File: src/rtl/rom_reader_pkg.sv
// Shared types and sizing helpers for the ROM reader.
package rom_reader_pkg;

    localparam int unsigned DEF_ADDR_W  = 8;
    localparam int unsigned DEF_DATA_W  = 8;
    localparam int unsigned DEF_TIMEOUT = 255;

    typedef enum logic [2:0] {
        S_IDLE = 3'd0,
        S_REQ  = 3'd1,
        S_WAIT = 3'd2,
        S_OUT  = 3'd3,
        S_DONE = 3'd4,
        S_ERR  = 3'd5
    } state_e;

    // Timeout counter must hold the value TIMEOUT itself.
    function automatic int unsigned cnt_width(input int unsigned timeout);
        return (timeout < 1) ? 1 : $clog2(timeout + 1);
    endfunction

endpackage

File: src/rtl/rom_reader_if.sv
// Command, ROM request and byte-stream signals of the ROM reader.
interface rom_reader_if
    import rom_reader_pkg::*;
#(
    parameter int unsigned ADDR_W = DEF_ADDR_W,
    parameter int unsigned DATA_W = DEF_DATA_W
) ();

    logic              i_start;
    logic [ADDR_W-1:0] i_base;
    logic [ADDR_W:0]   i_len;
    logic              o_busy;
    logic              o_done;
    logic              o_error;
    logic              o_rom_read;
    logic [ADDR_W-1:0] o_rom_address;
    logic [DATA_W-1:0] i_rom_data;
    logic              i_rom_valid;
    logic [DATA_W-1:0] o_data;
    logic              o_valid;
    logic              i_ready;

    modport master (
        input  i_start, i_base, i_len, i_rom_data, i_rom_valid, i_ready,
        output o_busy, o_done, o_error, o_rom_read, o_rom_address, o_data, o_valid
    );

    modport slave (
        output i_start, i_base, i_len, i_rom_data, i_rom_valid, i_ready,
        input  o_busy, o_done, o_error, o_rom_read, o_rom_address, o_data, o_valid
    );

endinterface

File: src/rtl/rom_reader.sv
// Walks a block of ROM bytes: one read request per byte, each byte handed
// off on a valid/ready stream, with a per-request response timeout.
module rom_reader
    import rom_reader_pkg::*;
#(
    parameter int unsigned ADDR_W  = DEF_ADDR_W,
    parameter int unsigned DATA_W  = DEF_DATA_W,
    parameter int unsigned TIMEOUT = DEF_TIMEOUT
) (
    input  logic         i_clk,
    input  logic         i_rst,
    rom_reader_if.master bus
);

    localparam int unsigned LEN_W = ADDR_W + 1;
    localparam int unsigned CNT_W = cnt_width(TIMEOUT);

    state_e            state_q, state_d;
    logic [ADDR_W-1:0] addr_q,  addr_d;
    logic [LEN_W-1:0]  rem_q,   rem_d;
    logic [CNT_W-1:0]  cnt_q,   cnt_d;
    logic [DATA_W-1:0] data_q,  data_d;
    logic              busy_q, done_q, error_q, read_q, valid_q;

    // Next-state and datapath update.
    always_comb begin
        state_d = state_q;
        addr_d  = addr_q;
        rem_d   = rem_q;
        cnt_d   = cnt_q;
        data_d  = data_q;
        case (state_q)
            S_IDLE: begin
                if (bus.i_start) begin
                    addr_d  = bus.i_base;
                    rem_d   = bus.i_len;
                    state_d = (bus.i_len == '0) ? S_DONE : S_REQ;
                end
            end
            S_REQ: begin
                cnt_d   = '0;
                state_d = S_WAIT;
            end
            S_WAIT: begin
                // A response on the timeout cycle still wins over the error.
                if (bus.i_rom_valid) begin
                    data_d  = bus.i_rom_data;
                    state_d = S_OUT;
                end else begin
                    cnt_d = cnt_q + CNT_W'(1);
                    if (cnt_d == CNT_W'(TIMEOUT)) begin
                        state_d = S_ERR;
                    end
                end
            end
            S_OUT: begin
                if (bus.i_ready) begin
                    addr_d  = addr_q + ADDR_W'(1);
                    rem_d   = rem_q - LEN_W'(1);
                    state_d = (rem_d == '0) ? S_DONE : S_REQ;
                end
            end
            S_DONE:  state_d = S_IDLE;
            S_ERR:   state_d = S_IDLE;
            default: state_d = S_IDLE;
        endcase
    end

    // State and registered outputs, decoded from the next state.
    always_ff @(posedge i_clk) begin
        if (i_rst) begin
            state_q <= S_IDLE;
            addr_q  <= '0;
            rem_q   <= '0;
            cnt_q   <= '0;
            data_q  <= '0;
            busy_q  <= 1'b0;
            done_q  <= 1'b0;
            error_q <= 1'b0;
            read_q  <= 1'b0;
            valid_q <= 1'b0;
        end else begin
            state_q <= state_d;
            addr_q  <= addr_d;
            rem_q   <= rem_d;
            cnt_q   <= cnt_d;
            data_q  <= data_d;
            busy_q  <= (state_d != S_IDLE);
            done_q  <= (state_d == S_DONE);
            error_q <= (state_d == S_ERR);
            read_q  <= (state_d == S_REQ);
            valid_q <= (state_d == S_OUT);
        end
    end

    assign bus.o_busy        = busy_q;
    assign bus.o_done        = done_q;
    assign bus.o_error       = error_q;
    assign bus.o_rom_read    = read_q;
    assign bus.o_rom_address = addr_q;
    assign bus.o_data        = data_q;
    assign bus.o_valid       = valid_q;

endmodule

File: src/flat_wrapper.sv
// flat-port wrapper written by rule: the top's interface ports become plain ports
module rom_reader_flat import rom_reader_pkg::*;
#(
    parameter int unsigned ADDR_W  = DEF_ADDR_W,
    parameter int unsigned DATA_W  = DEF_DATA_W,
    parameter int unsigned TIMEOUT = DEF_TIMEOUT
)
  (i_clk, i_rst, bus_i_start, bus_i_base, bus_i_len, bus_i_rom_data, bus_i_rom_valid, bus_i_ready, bus_o_busy, bus_o_done, bus_o_error, bus_o_rom_read, bus_o_rom_address, bus_o_data, bus_o_valid);
  rom_reader_if #(.ADDR_W(ADDR_W), .DATA_W(DATA_W)) bus_i ();
  input  logic i_clk;
  input  logic i_rst;
  input wire logic [$bits(bus_i.i_start)-1:0] bus_i_start;
  input wire logic [$bits(bus_i.i_base)-1:0] bus_i_base;
  input wire logic [$bits(bus_i.i_len)-1:0] bus_i_len;
  input wire logic [$bits(bus_i.i_rom_data)-1:0] bus_i_rom_data;
  input wire logic [$bits(bus_i.i_rom_valid)-1:0] bus_i_rom_valid;
  input wire logic [$bits(bus_i.i_ready)-1:0] bus_i_ready;
  output wire logic [$bits(bus_i.o_busy)-1:0] bus_o_busy;
  output wire logic [$bits(bus_i.o_done)-1:0] bus_o_done;
  output wire logic [$bits(bus_i.o_error)-1:0] bus_o_error;
  output wire logic [$bits(bus_i.o_rom_read)-1:0] bus_o_rom_read;
  output wire logic [$bits(bus_i.o_rom_address)-1:0] bus_o_rom_address;
  output wire logic [$bits(bus_i.o_data)-1:0] bus_o_data;
  output wire logic [$bits(bus_i.o_valid)-1:0] bus_o_valid;
  assign bus_i.i_start = bus_i_start;
  assign bus_i.i_base = bus_i_base;
  assign bus_i.i_len = bus_i_len;
  assign bus_i.i_rom_data = bus_i_rom_data;
  assign bus_i.i_rom_valid = bus_i_rom_valid;
  assign bus_i.i_ready = bus_i_ready;
  assign bus_o_busy = bus_i.o_busy;
  assign bus_o_done = bus_i.o_done;
  assign bus_o_error = bus_i.o_error;
  assign bus_o_rom_read = bus_i.o_rom_read;
  assign bus_o_rom_address = bus_i.o_rom_address;
  assign bus_o_data = bus_i.o_data;
  assign bus_o_valid = bus_i.o_valid;
  rom_reader #(.ADDR_W(ADDR_W), .DATA_W(DATA_W), .TIMEOUT(TIMEOUT)) u_core (.i_clk(i_clk), .i_rst(i_rst), .bus(bus_i));
endmodule
File: config.mk
export PLATFORM = sky130hd
export DESIGN_NAME = rom_reader_flat
export DESIGN_NICKNAME = d
export VERILOG_FILES = /design/src/rtl/rom_reader_pkg.sv /design/src/rtl/rom_reader_if.sv /design/src/rtl/rom_reader.sv /design/src/flat_wrapper.sv
export SDC_FILE = /design/constraint.sdc
export NUM_CORES = 1
export LEC_CHECK = 0
export BUFFER_PORTS_ARGS = -buffer_cell sky130_fd_sc_hd__buf_2
export CAP_MARGIN = 20
export CORE_ASPECT_RATIO = 1.4
export CORE_UTILIZATION = 53
export DETAILED_ROUTE_END_ITERATION = 10
export GPL_TIMING_DRIVEN = 0
export MAX_ROUTING_LAYER = met4
export PLACE_DENSITY_LB_ADDON = 0.05
export RECOVER_POWER = 100
export SETUP_SLACK_MARGIN = 0.4
export SLEW_MARGIN = 25
export SYNTH_ARGS = -nofsm -noshare
export SYNTH_HDL_FRONTEND = slang
export SYNTH_SLANG_ARGS = --single-unit
File: constraint.sdc
create_clock -name i_clk -period 3 [get_ports i_clk]
set_clock_uncertainty 0.1 [all_clocks]
set_input_delay 0.3 -clock i_clk [delete_from_list [all_inputs] [get_ports i_clk]]
set_output_delay 0.3 -clock i_clk [all_outputs]
set_load 0.05 [all_outputs]
==> impl_metrics.yaml <==
cells_and_area:
  final_util_pct: 64.97
  layout-drive-gt1-share_pct: 14.12
  area_delta_synth_final_pct: 17.63
  fillers: 374
  diodes: 0
  nets: 381
sta:
  worst_pin_slew_ps: 610.9
  finalMaxSlewViolations: 0
  finalHoldViolations: 0
  tns_ps: 0
  max-slew-margin-rel_pct: 59.45
  post-route-min-period_ps: 2630
  fin_crit_sh_pct: 87.67
  rsz0062_at_grt: "no"
  max_freq_mhz: 380.2
  finalSetupViolations: 0
setup_path:
  cp_data_arrival_time_ps: 2680
  rrSetupSlack_ps: 370
  setup.worst_path.start: "u_core.rem_q[1]"
  cp_top_family: "compound AO/OA/AOI/OAI gates"
  crit_buf_inv: 2
  critPathKind: "reg -> reg"
  crit_fanout: 6
  worstSetupStartpointType: "register"
  ff2ff_path_depth: 9
  r2r_start: "u_core.rem_q[1]"
  path_cells: "inv_1 > ha_4 > or3b_1 > clkbuf_1 > o32a_2 > o22ai_1 > a31o_1 > and3_1 > a41oi_1"
  r2r-end: "u_core.bus.o_busy"
  required_ps: 3050
  critPathMaxStageDelay_ps: 380
  cp_slowest_cell: "o32a_2"
  endpoint_kind: "register"
worst_hold_path:
  hold_class: "in -> reg"
  hold_end: "u_core.state_q[2]"
  holdPathStages: 2
  min_from: "i_rst"
clocking:
  cts_made_buffers: 5
  htreeDepth: 2
  cts_setup_buffers: 0
  clock_sinks: 41
  cts_tree: "done"
  cts_hold_buf: 0
  clock_latency_ps: 290
  cts_root_buf: "clkbuf_8"
  cts_buffer_depth: 2
  clkTransAtPathRegs_ps: 80
global_routing:
  grt_pass1_wl_mm: 9.018
  met1_usage_pct: 29.28
  antenna_found_initial: 0
  grt_use_total_pct: 26.66
  met2_usage_pct: 44.40
  gr-usage-met3_pct: 4.500
  grt_pass1_vias: 2143
  grt_busiest_layer: "met2"
  grt_max_degree: 14
  grt_overflow: 0
yosys:
  synth-warning-count: 0
  synth_edf_count: 0
  syn-num-nets: 324
  syn_inst: 289
  synth_area_mm2: 0.002165
  ys_seq_elements: 41
  synth_cell_types: 49
  ys.flop_type: "dfxtp_1"
  ys_seq_area_share_pct: 37.92
  ys_async_sr_fraction_pct: 0
  avgSynthCellArea_um2: 7.490
routing:
  postRouteAntennaNets: 0
  drc: 0
  first_pass_iters: 5
  routed_wl_mm: 5.597
  vias_per_cell: 5.879
  drtIter0Drc: 118
  wire_per_inst_um: 14.35
  vias: 2293
placement:
  io_buffers: 50
  gp_congestion: 0.8773
  hpwl_mm: 3.907
die:
  io_pins: 51
  initial_core_util_pct: 55.24
  dieWidth_um: 56.01
  die_h_um: 77.62
  fp.coreArea_mm2: 0.003919
  num_rows: 27
  dieArea_mm2: 0.004347
power_and_ir_drop:
  power.leakage_nw: 0.9705
  irDropWorstVdd_mv: 0.3297
  powerDensity_mw_per_mm2: 519.0
status:
  outcome: "finished clean"
job:
  max_cap_violations: 0
[worst max-delay path by stage]
stage               depth (start not counted)                  to  slack, ps
finish                                      9   u_core.bus.o_busy        370
global route                                9  u_core.bus.o_error        220
CTS                                         9   u_core.bus.o_busy        470
detailed placement                          8     u_core.rem_q[4]        350
global placement                            8     u_core.rem_q[4]        420
floorplan                                   9   u_core.bus.o_busy        680
[repair_timing]
action	CTS	global route
pin swaps	0	1
resized for setup	2	3
endpoints found under the setup margin	3	7
[power by group]
group | leakage [nW] | switching (mW) | total (mW) | internal (mW)
Clock | 0.0512 | 0.196 | 0.383 | 0.187
Sequential | 0.334 | 0.0302 | 0.607 | 0.577
Combinational | 0.585 | 0.225 | 0.331 | 0.107
Total | 0.970 | 0.451 | 1.32 | 0.870
[Yosys cell counts (2+ instances only)]
cell / instances / share of area (%)
dfxtp_1: 41 / 38
nand2_1: 40 / 6.9
nor2_1: 37 / 6.4
a21oi_1: 35 / 8.1
o21ai_0: 17 / 3.9
clkbuf_1: 16 / 2.8
nand3_1: 11 / 2.5
nor3_1: 9 / 2.1
a22oi_1: 7 / 2.4
and3_1: 6 / 1.7
ha_1: 5 / 2.9
inv_1: 5 / 0.87
o31ai_1: 5 / 1.7
a211oi_1: 4 / 1.4
nand2b_1: 3 / 0.87
nand3b_1: 3 / 1.0
o22ai_1: 3 / 0.87
or3_1: 3 / 0.87
a311oi_1: 2 / 0.81
a31oi_1: 2 / 0.58
a41oi_1: 2 / 0.81
buf_2: 2 / 0.46
nor3b_1: 2 / 0.69
nor4_1: 2 / 0.58
or2_2: 2 / 0.58
xnor2_1: 2 / 0.81
[per-stage QoR]
step	instances	hold slack (ps)	cell area (µm²)	worst slack (ps)	total power, mW
2_1_floorplan	289	269.9	2165	678.2	0.8582
3_3_place_gp	382	339.4	2469	424.7	0.9446
3_5_place_dp	382	343.1	2469	350.7	0.9481
4_1_cts	390	110.1	2577	471.2	1.335
5_1_grt	390	130.4	2546	223.2	1.386
6_report	390	129.7	2546	369.8	1.322
[worst reg2reg max path: cells and delay by family, from the launching register on]
family	cells	cell delay, ps
AO/OA/AOI/OAI	4	950
AND/OR/NAND/NOR	2	620
flip-flops	1	350
buffers and inverters	2	300
adder cells (fa/ha/maj)	1	170
[logic make-up (layout without fill, tap and decap cells)]
kind of cell / count (synthesis) / in the layout / synth area share, %
buffers and inverters: 23 / 81 / 4.104
AO/OA/AOI/OAI: 86 / 86 / 24.22
flip-flops: 41 / 41 / 37.92
XOR/XNOR: 3 / 3 / 1.214
AND/OR/NAND/NOR: 131 / 131 / 29.65
adder cells (fa/ha/maj): 5 / 5 / 2.890
[sequential cells by signal, summed over array words and instances, names as in the netlist]
| signal | flops |
|---|---|
| u_core.bus.o_rom_address | 8 |
| u_core.bus.o_busy | 1 |
| u_core.bus.o_data | 8 |
| u_core.cnt_q | 8 |
| u_core.bus.o_valid | 1 |
| u_core.state_q | 3 |
| u_core.bus.o_rom_read | 1 |
| u_core.bus.o_done | 1 |
| u_core.rem_q | 9 |
| u_core.bus.o_error | 1 |
[cells in the final DEF, fill, tap and decap left out, drive strengths merged, types with 7 or more instances in the layout]
master and instances:
buf 30, a21oi 36, dfxtp 41, nand3 12, nand2 40, clkbuf 44, nor3 10, o21ai 18
nor2 37, a22oi 7, and3 7
[layout make-up]
| cell class | count | area, µm² | share of cell area [%] |
|---|---|---|---|
| clock inverters | 2 | 13.76 | 0.5405 |
| repair buffers | 50 | 224.0 | 8.796 |
| well taps | 43 | 53.80 | 2.113 |
| multi-input cells | 225 | 1264 | 49.63 |
| flip-flops and latches | 41 | 820.8 | 32.24 |
| inverters | 5 | 18.77 | 0.7371 |
| plain buffers | 18 | 68.82 | 2.703 |
| clock buffers | 6 | 82.58 | 3.243 |
[per-layer routing]
metal  wire length, µm  share of wire, %
met1              2321                41
met3               259               4.6
met4               142               2.5
met2              2874                51
met5                 0                 0
(Power assumes the default switching activity.)
